$ cat src/rtl/mux_pkg.sv
// Shared types and helpers for the registered N:1 mux (mux_nx1_reg) and its round-robin picker.
package mux_pkg;

  typedef enum logic {
    MANUAL = 1'b0,
    SCAN   = 1'b1
  } state_t;

  localparam logic MODE_MANUAL = 1'b0;
  localparam logic MODE_SCAN   = 1'b1;

  // Channel-index width; never below one bit so a port can always be declared.
  function automatic int sel_w(input int n);
    return (n < 2) ? 1 : $clog2(n);
  endfunction

endpackage

$ cat src/rtl/rr_pick.sv
// Combinational round-robin picker: first set bit of req, searching ptr, ptr+1, ... wrapping at N-1.
// Zero latency; no handshake of its own.
module rr_pick
  import mux_pkg::*;
#(
  parameter int N  = 8,
  parameter int SW = sel_w(N)
) (
  input  logic [N-1:0]  req,
  input  logic [SW-1:0] ptr,
  output logic [N-1:0]  gnt,
  output logic [SW-1:0] idx,
  output logic          any
);

  always_comb begin
    int j;
    j   = 0;
    gnt = '0;
    idx = '0;
    any = 1'b0;
    // Walk the rotated request vector and map the winner back to its channel index.
    for (int k = 0; k < N; k++) begin
      j = int'(ptr) + k;
      if (j >= N) j = j - N;
      if (!any && req[j]) begin
        any = 1'b1;
        idx = SW'(j);
      end
    end
    if (any) gnt[idx] = 1'b1;
  end

endmodule

$ cat src/rtl/mux_nx1_reg.sv
// N:1 mux with manual/scan selection and one registered output stage (one cycle grant-to-output, full throughput).
// Optional out_par (even parity of out_data) when MUX_PARITY_EN is defined.
module mux_nx1_reg
  import mux_pkg::*;
#(
  parameter int N  = 8,
  parameter int W  = 8,
  parameter int SW = sel_w(N)
) (
  input  logic            clk,
  input  logic            rst_n,
  input  logic [N*W-1:0]  in_data,
  input  logic [N-1:0]    in_valid,
  output logic [N-1:0]    in_ready,
  input  logic            mode,
  input  logic [SW-1:0]   sel,
  input  logic [N-1:0]    ch_mask,
  output logic [W-1:0]    out_data,
  output logic            out_valid,
  input  logic            out_ready,
  output logic [SW-1:0]   out_ch,
`ifdef MUX_PARITY_EN
  output logic            out_par,
`endif
  output logic            sel_err
);

  state_t        state_q, state_d;
  logic [SW-1:0] ptr_q, ptr_d;
  logic [W-1:0]  out_data_q, out_data_d;
  logic          out_valid_q, out_valid_d;
  logic [SW-1:0] out_ch_q, out_ch_d;
  logic          sel_err_q, sel_err_d;

  logic          ld;
  logic          xfer;
  logic [SW-1:0] xfer_ch;
  logic [W-1:0]  sel_data;
  logic [N-1:0]  rr_gnt;
  logic [SW-1:0] rr_idx;
  logic          rr_any;

  assign ld = !out_valid_q || out_ready;

  rr_pick #(.N(N), .SW(SW)) u_pick (
    .req (in_valid & ch_mask),
    .ptr (ptr_q),
    .gnt (rr_gnt),
    .idx (rr_idx),
    .any (rr_any)
  );

  always_comb begin
    state_d   = (mode == MODE_SCAN) ? SCAN : MANUAL;
    in_ready  = '0;
    xfer      = 1'b0;
    xfer_ch   = '0;
    sel_err_d = 1'b0;

    // Grant uses the registered state, so a mode change lands one cycle later.
    if (state_q == MANUAL) begin
      if (int'(sel) < N) begin
        if (ld && in_valid[sel]) begin
          xfer    = 1'b1;
          xfer_ch = sel;
        end
      end else begin
        sel_err_d = ld;
      end
    end else if (ld && rr_any) begin
      xfer    = 1'b1;
      xfer_ch = rr_idx;
    end
    if (xfer) in_ready[xfer_ch] = 1'b1;

    ptr_d = ptr_q;
    if (state_q == MANUAL && state_d == SCAN)
      ptr_d = '0;
    else if (state_q == SCAN && xfer)
      ptr_d = (int'(xfer_ch) == N - 1) ? '0 : xfer_ch + 1'b1;

    sel_data    = in_data[int'(xfer_ch)*W +: W];
    out_data_d  = out_data_q;
    out_ch_d    = out_ch_q;
    out_valid_d = out_valid_q;
    if (ld) begin
      out_valid_d = xfer;
      if (xfer) begin
        out_data_d = sel_data;
        out_ch_d   = xfer_ch;
      end
    end
  end

  always_ff @(posedge clk or negedge rst_n) begin
    if (!rst_n) begin
      state_q     <= MANUAL;
      ptr_q       <= '0;
      out_data_q  <= '0;
      out_valid_q <= 1'b0;
      out_ch_q    <= '0;
      sel_err_q   <= 1'b0;
    end else begin
      state_q     <= state_d;
      ptr_q       <= ptr_d;
      out_data_q  <= out_data_d;
      out_valid_q <= out_valid_d;
      out_ch_q    <= out_ch_d;
      sel_err_q   <= sel_err_d;
    end
  end

`ifdef MUX_PARITY_EN
  logic out_par_q, out_par_d;

  always_comb begin
    out_par_d = out_par_q;
    if (ld && xfer) out_par_d = ^sel_data;
  end

  always_ff @(posedge clk or negedge rst_n) begin
    if (!rst_n) out_par_q <= 1'b0;
    else        out_par_q <= out_par_d;
  end

  assign out_par = out_par_q;
`endif

  assign out_data  = out_data_q;
  assign out_valid = out_valid_q;
  assign out_ch    = out_ch_q;
  assign sel_err   = sel_err_q;

endmodule

$ cat config.mk
export PLATFORM = sky130hd
export DESIGN_NAME = mux_nx1_reg
export DESIGN_NICKNAME = d
export VERILOG_FILES = /design/src/rtl/mux_pkg.sv /design/src/rtl/rr_pick.sv /design/src/rtl/mux_nx1_reg.sv
export SDC_FILE = /design/constraint.sdc
export NUM_CORES = 1
export LEC_CHECK = 0
export CAP_MARGIN = 20
export CORE_MARGIN = 4
export CORE_UTILIZATION = 40
export CTS_CLUSTER_SIZE = 14
export DETAILED_ROUTE_END_ITERATION = 8
export GPL_TIMING_DRIVEN = 1
export PLACE_DENSITY = 0.89
export SLEW_MARGIN = 20
export SYNTH_ARGS = -nofsm -noshare
export SYNTH_HDL_FRONTEND = slang
export SYNTH_SLANG_ARGS = --single-unit
export TNS_END_PERCENT = 20
$ cat constraint.sdc
create_clock -name clk -period 4.1 [get_ports clk]
set_clock_uncertainty 0.05 [all_clocks]
set_input_delay 0.41 -clock clk [delete_from_list [all_inputs] [get_ports clk]]
set_output_delay 0.41 -clock clk [all_outputs]
set_load 0.02 [all_outputs]
==> impl_results.md <==
- Status: finished clean
- Synth Area in XOR/XNOR: 0.02273
- CP max FO: 7
- Final period util: 0.9906
- Final GP Congestion: 0.9314
- Syn_area_per_cell: 8.801 um^2
- Io pins: 108
- Element type at the critical path end: primary output
- HP Class: reg2reg
- Clock buffer count from CTS: 3
- Detail Placement HPWL: 7316 um
- Cell Area, Synth: 2587 um^2
- Tot Pwr: 0.003084 W
- R2r setup slk: 350 ps
- WP depth: 9
- TritonRoute pass-1 iters: 5
- Worst setup path start: ptr_q[0]
- Setup WS pre-CTS: 64.74 ps
- CP max stage cell: mux4_2
- RSZ-0062 raised after global routing: yes
- Iteration-0 DRC Markers: 293
- IO buf count: 106
- Root Buffer: clkbuf_8
- Worst EP arrival: 3600 ps
- First-pass GRT wire length: 13,780 um
- Cell family with most CP delay: multiplexers
- Worst r2r dst: out_data[6]
- Max Cap Viol: 0
- Vias/cell: 6.188
- Number of setup buffers added after CTS: 0
- Startpoint types: register
- Initial antenna violation count: 0
- Reg2reg start: ptr_q[1]
- CP Cell Sequence: ha_2 -> xor2_4 -> mux4_2 -> a21oi_1 -> nor3_2 -> o311ai_4 -> nand2_1 -> nor2_1 -> clkdlybuf4s50_1
- Final ANT Viol Nets: 0
- Fmax: 246.2 MHz
- P per Cell Area: 792.9 nW/um^2
- CTS tree: built
- Worst EP required: 3640 ps
- Worst-path clk slew: 70 ps
- Critical path class: reg2out
- Hold buffer count at cts: 0
- Slowest cell delay on critical path: 630 ps
- FP Rows: 29
- Post-Synth Simple-Gate Area: 0.2089
- Fin Hold WS: 426.4 ps
- Clock Latency Late Sink: 250 ps
- Gr usage total: 0.2210
- Max H-tree Level: 1
- Synth Warn #: 0
- Minimum clock period: 4061 ps
- GR Overflow Total: 0
- Complex-gate fraction of the synthesized area: 0.3162
- # diodes: 0
- Hold Vio Cnt, Final: 0
- Setup ws final: 38.73 ps
- R2R cell count: 13
- Critical Path End: in_ready[3]
- Die width: 88.43 um
- Top_reg_cell synth: dfrtp_1
- WL final: 8743 um
- Pin count of the biggest net entering global routing: 42
- Netlist cell types: 63
- Layout cells sized above 1: 0.1700
- Mapped Cells: 294
- Syn Nets: 384
- Buf+Inv Stages, Crit Path: 1
- Nets: 497
- Multiplexer area fraction after synthesis: 0.2215
- Core footprint: 6314 um^2
- Drt drc: 0
- Final Non-Filler Cells: 483
- Vias: 2,989
- Post-Synth Adder-Cell Area: 0.01451
- Leak Pwr: 1.559 nW
- Number of synthesized flops with an enable pin: 0
- Die Height: 88.43 um
- Die footprint: 7820 um^2
- Maximum vdd drop: 0.3987 mV
- Area Growth Syn to Fin: 50.34%
- Final slew viol count: 0
- Synth Register Bits: 16
- Clk sink count: 16
- Synth async-reset ratio: 1.000
- Fillers: 554
- Final Setup Violations: 0
- Routed len/inst: 18.10 um
- CTS max path bufs: 2
- Vias in the first global route: 2,939
- Worst slew margin: 0.4956
- Initial Utilization: 0.4098
- Inst Count DP: 479
- Tightest Pin Transition: 754.3 ps
- Register area share after synthesis: 0.1547
- Largest family of logic cells by synthesized area: compound AO/OA/AOI/OAI gates
-- timing repair --
item | 4_1_cts | 5_1_grt
endpoints found under the setup margin | 6 | 6
gates resized for setup | 5 | 8
gates cloned | 0 | 0
-- cell usage in the layout, fill, tap and decap left out, types with 4 or more instances in the layout --
cell	instances
nand2b_1	5
a221o_1	12
mux2i_1	12
buf_4	20
o22ai_1	9
dfrtp_1	16
mux2_2	5
a22oi_1	5
clkbuf_8	4
clkdlybuf4s50_1	100
a22o_1	13
mux4_2	17
o211ai_1	4
a21oi_1	8
nor2_1	20
o21ai_0	16
o21a_1	8
nand3_1	10
dlymetal6s2s_1	4
inv_1	6
o31ai_1	5
nand4b_1	6
nand4_1	7
nand2_1	36
o21ai_1	5
-- final cells by class --
class                      instances  area, um^2  share of cell area
sequential                        16       400.4              0.1029
inverter                           7       26.28            0.006755
multi-input combinational        252        2073              0.5330
clock buffer                       4       55.05             0.01415
tap                               77       96.34             0.02477
timing repair buffer             127        1239              0.3184
-- how the worst min path moves through the flow --
stage | cells after the start | start | endpoint | slack, ps
finish | 2 | out_data[5] | out_data[5] | 430
global route | 2 | out_data[5] | out_data[5] | 450
CTS | 2 | out_data[1] | out_data[1] | 430
detailed placement | 2 | out_data[1] | out_data[1] | 420
global placement | 2 | out_data[4] | out_data[4] | 410
floorplan | 0 | rst_n | out_ch[0] | 60
-- kinds of logic after synthesis --
family / after synthesis
adder cells (fa/ha/maj): 3
AND/OR/NAND/NOR: 103
buffers and inverters: 26
flip-flops: 16
other: 1
AO/OA/AOI/OAI: 105
XOR/XNOR: 5
multiplexers: 35
-- stage by stage --
step                      utilization  TNS, ps  instance area, um^2
after floorplan                     -   -9.639                 2587
after global placement         0.5997        0                 3786
after detailed placement       0.5997        0                 3786
after CTS                      0.6120        0                 3864
after global routing           0.6161   -313.6                 3890
final                          0.6161        0                 3890
-- worst register-to-register path, stage by stage, from the launching register on --
cell and delay [ps]:
dfrtp_1 400, inv_1 140, ha_2 260, xor2_4 280, mux4_2 570, a21bo_1 220, a221oi_2 320, o22ai_2 150
a21oi_4 190, buf_4 160, buf_4 260, mux4_2 360, a22oi_1 160, o21ai_1 90
-- flip-flops by register name, indices dropped and copies added (netlist names) --
register and count:
out_data 8, out_ch 3, ptr_q 3, out_valid 1
state_q 1
-- layer usage --
layer / wire length, um / up-vias / track usage / part of all wire
met5: 0 / - / 0 / 0
met4: 191 / 0 / 0.06181 / 0.022
met3: 789 / 29 / 0.03818 / 0.090
met1: 3366 / 1392 / 0.2828 / 0.38
li1: - / 1402 / - / -
met2: 4396 / 166 / 0.3834 / 0.50
-- report_power, final --
group / switching, W / internal, W / total, W
registers: 0.0000624 / 0.000237 / 0.000299
clock network: 0.0000573 / 0.0000853 / 0.000143
logic: 0.00140 / 0.00124 / 0.00264
total: 0.00152 / 0.00156 / 0.00308
-- synth_stat cells (all sizes together), types with 2 or more instances --
cell | count | area [um^2]
nand2 | 36 | 135.1
mux4 | 17 | 382.9
a21oi | 9 | 56.31
o211ai | 4 | 30.03
a22oi | 5 | 37.54
dfrtp | 16 | 400.4
nand2b | 5 | 31.28
a22o | 13 | 113.9
o22ai | 10 | 68.81
o31ai | 5 | 37.54
mux2i | 13 | 133.9
o311ai | 4 | 52.56
ha | 3 | 37.54
nor3 | 3 | 20.02
buf | 15 | 113.9
a2111oi | 2 | 17.52
nand4b | 6 | 52.55
nor2b | 2 | 12.51
inv | 7 | 26.27
mux2 | 5 | 56.30
xnor2 | 2 | 17.52
nand4bb | 2 | 22.52
and2 | 2 | 12.51
clkbuf | 4 | 15.01
or2 | 2 | 12.51
xor2 | 3 | 41.29
o21a | 8 | 60.06
nor2 | 21 | 81.33
a21o | 2 | 15.01
nand4 | 7 | 43.79
o21ai | 22 | 113.9
a221o | 12 | 120.1
nand3 | 11 | 60.06
(Power assumes the default switching activity.)
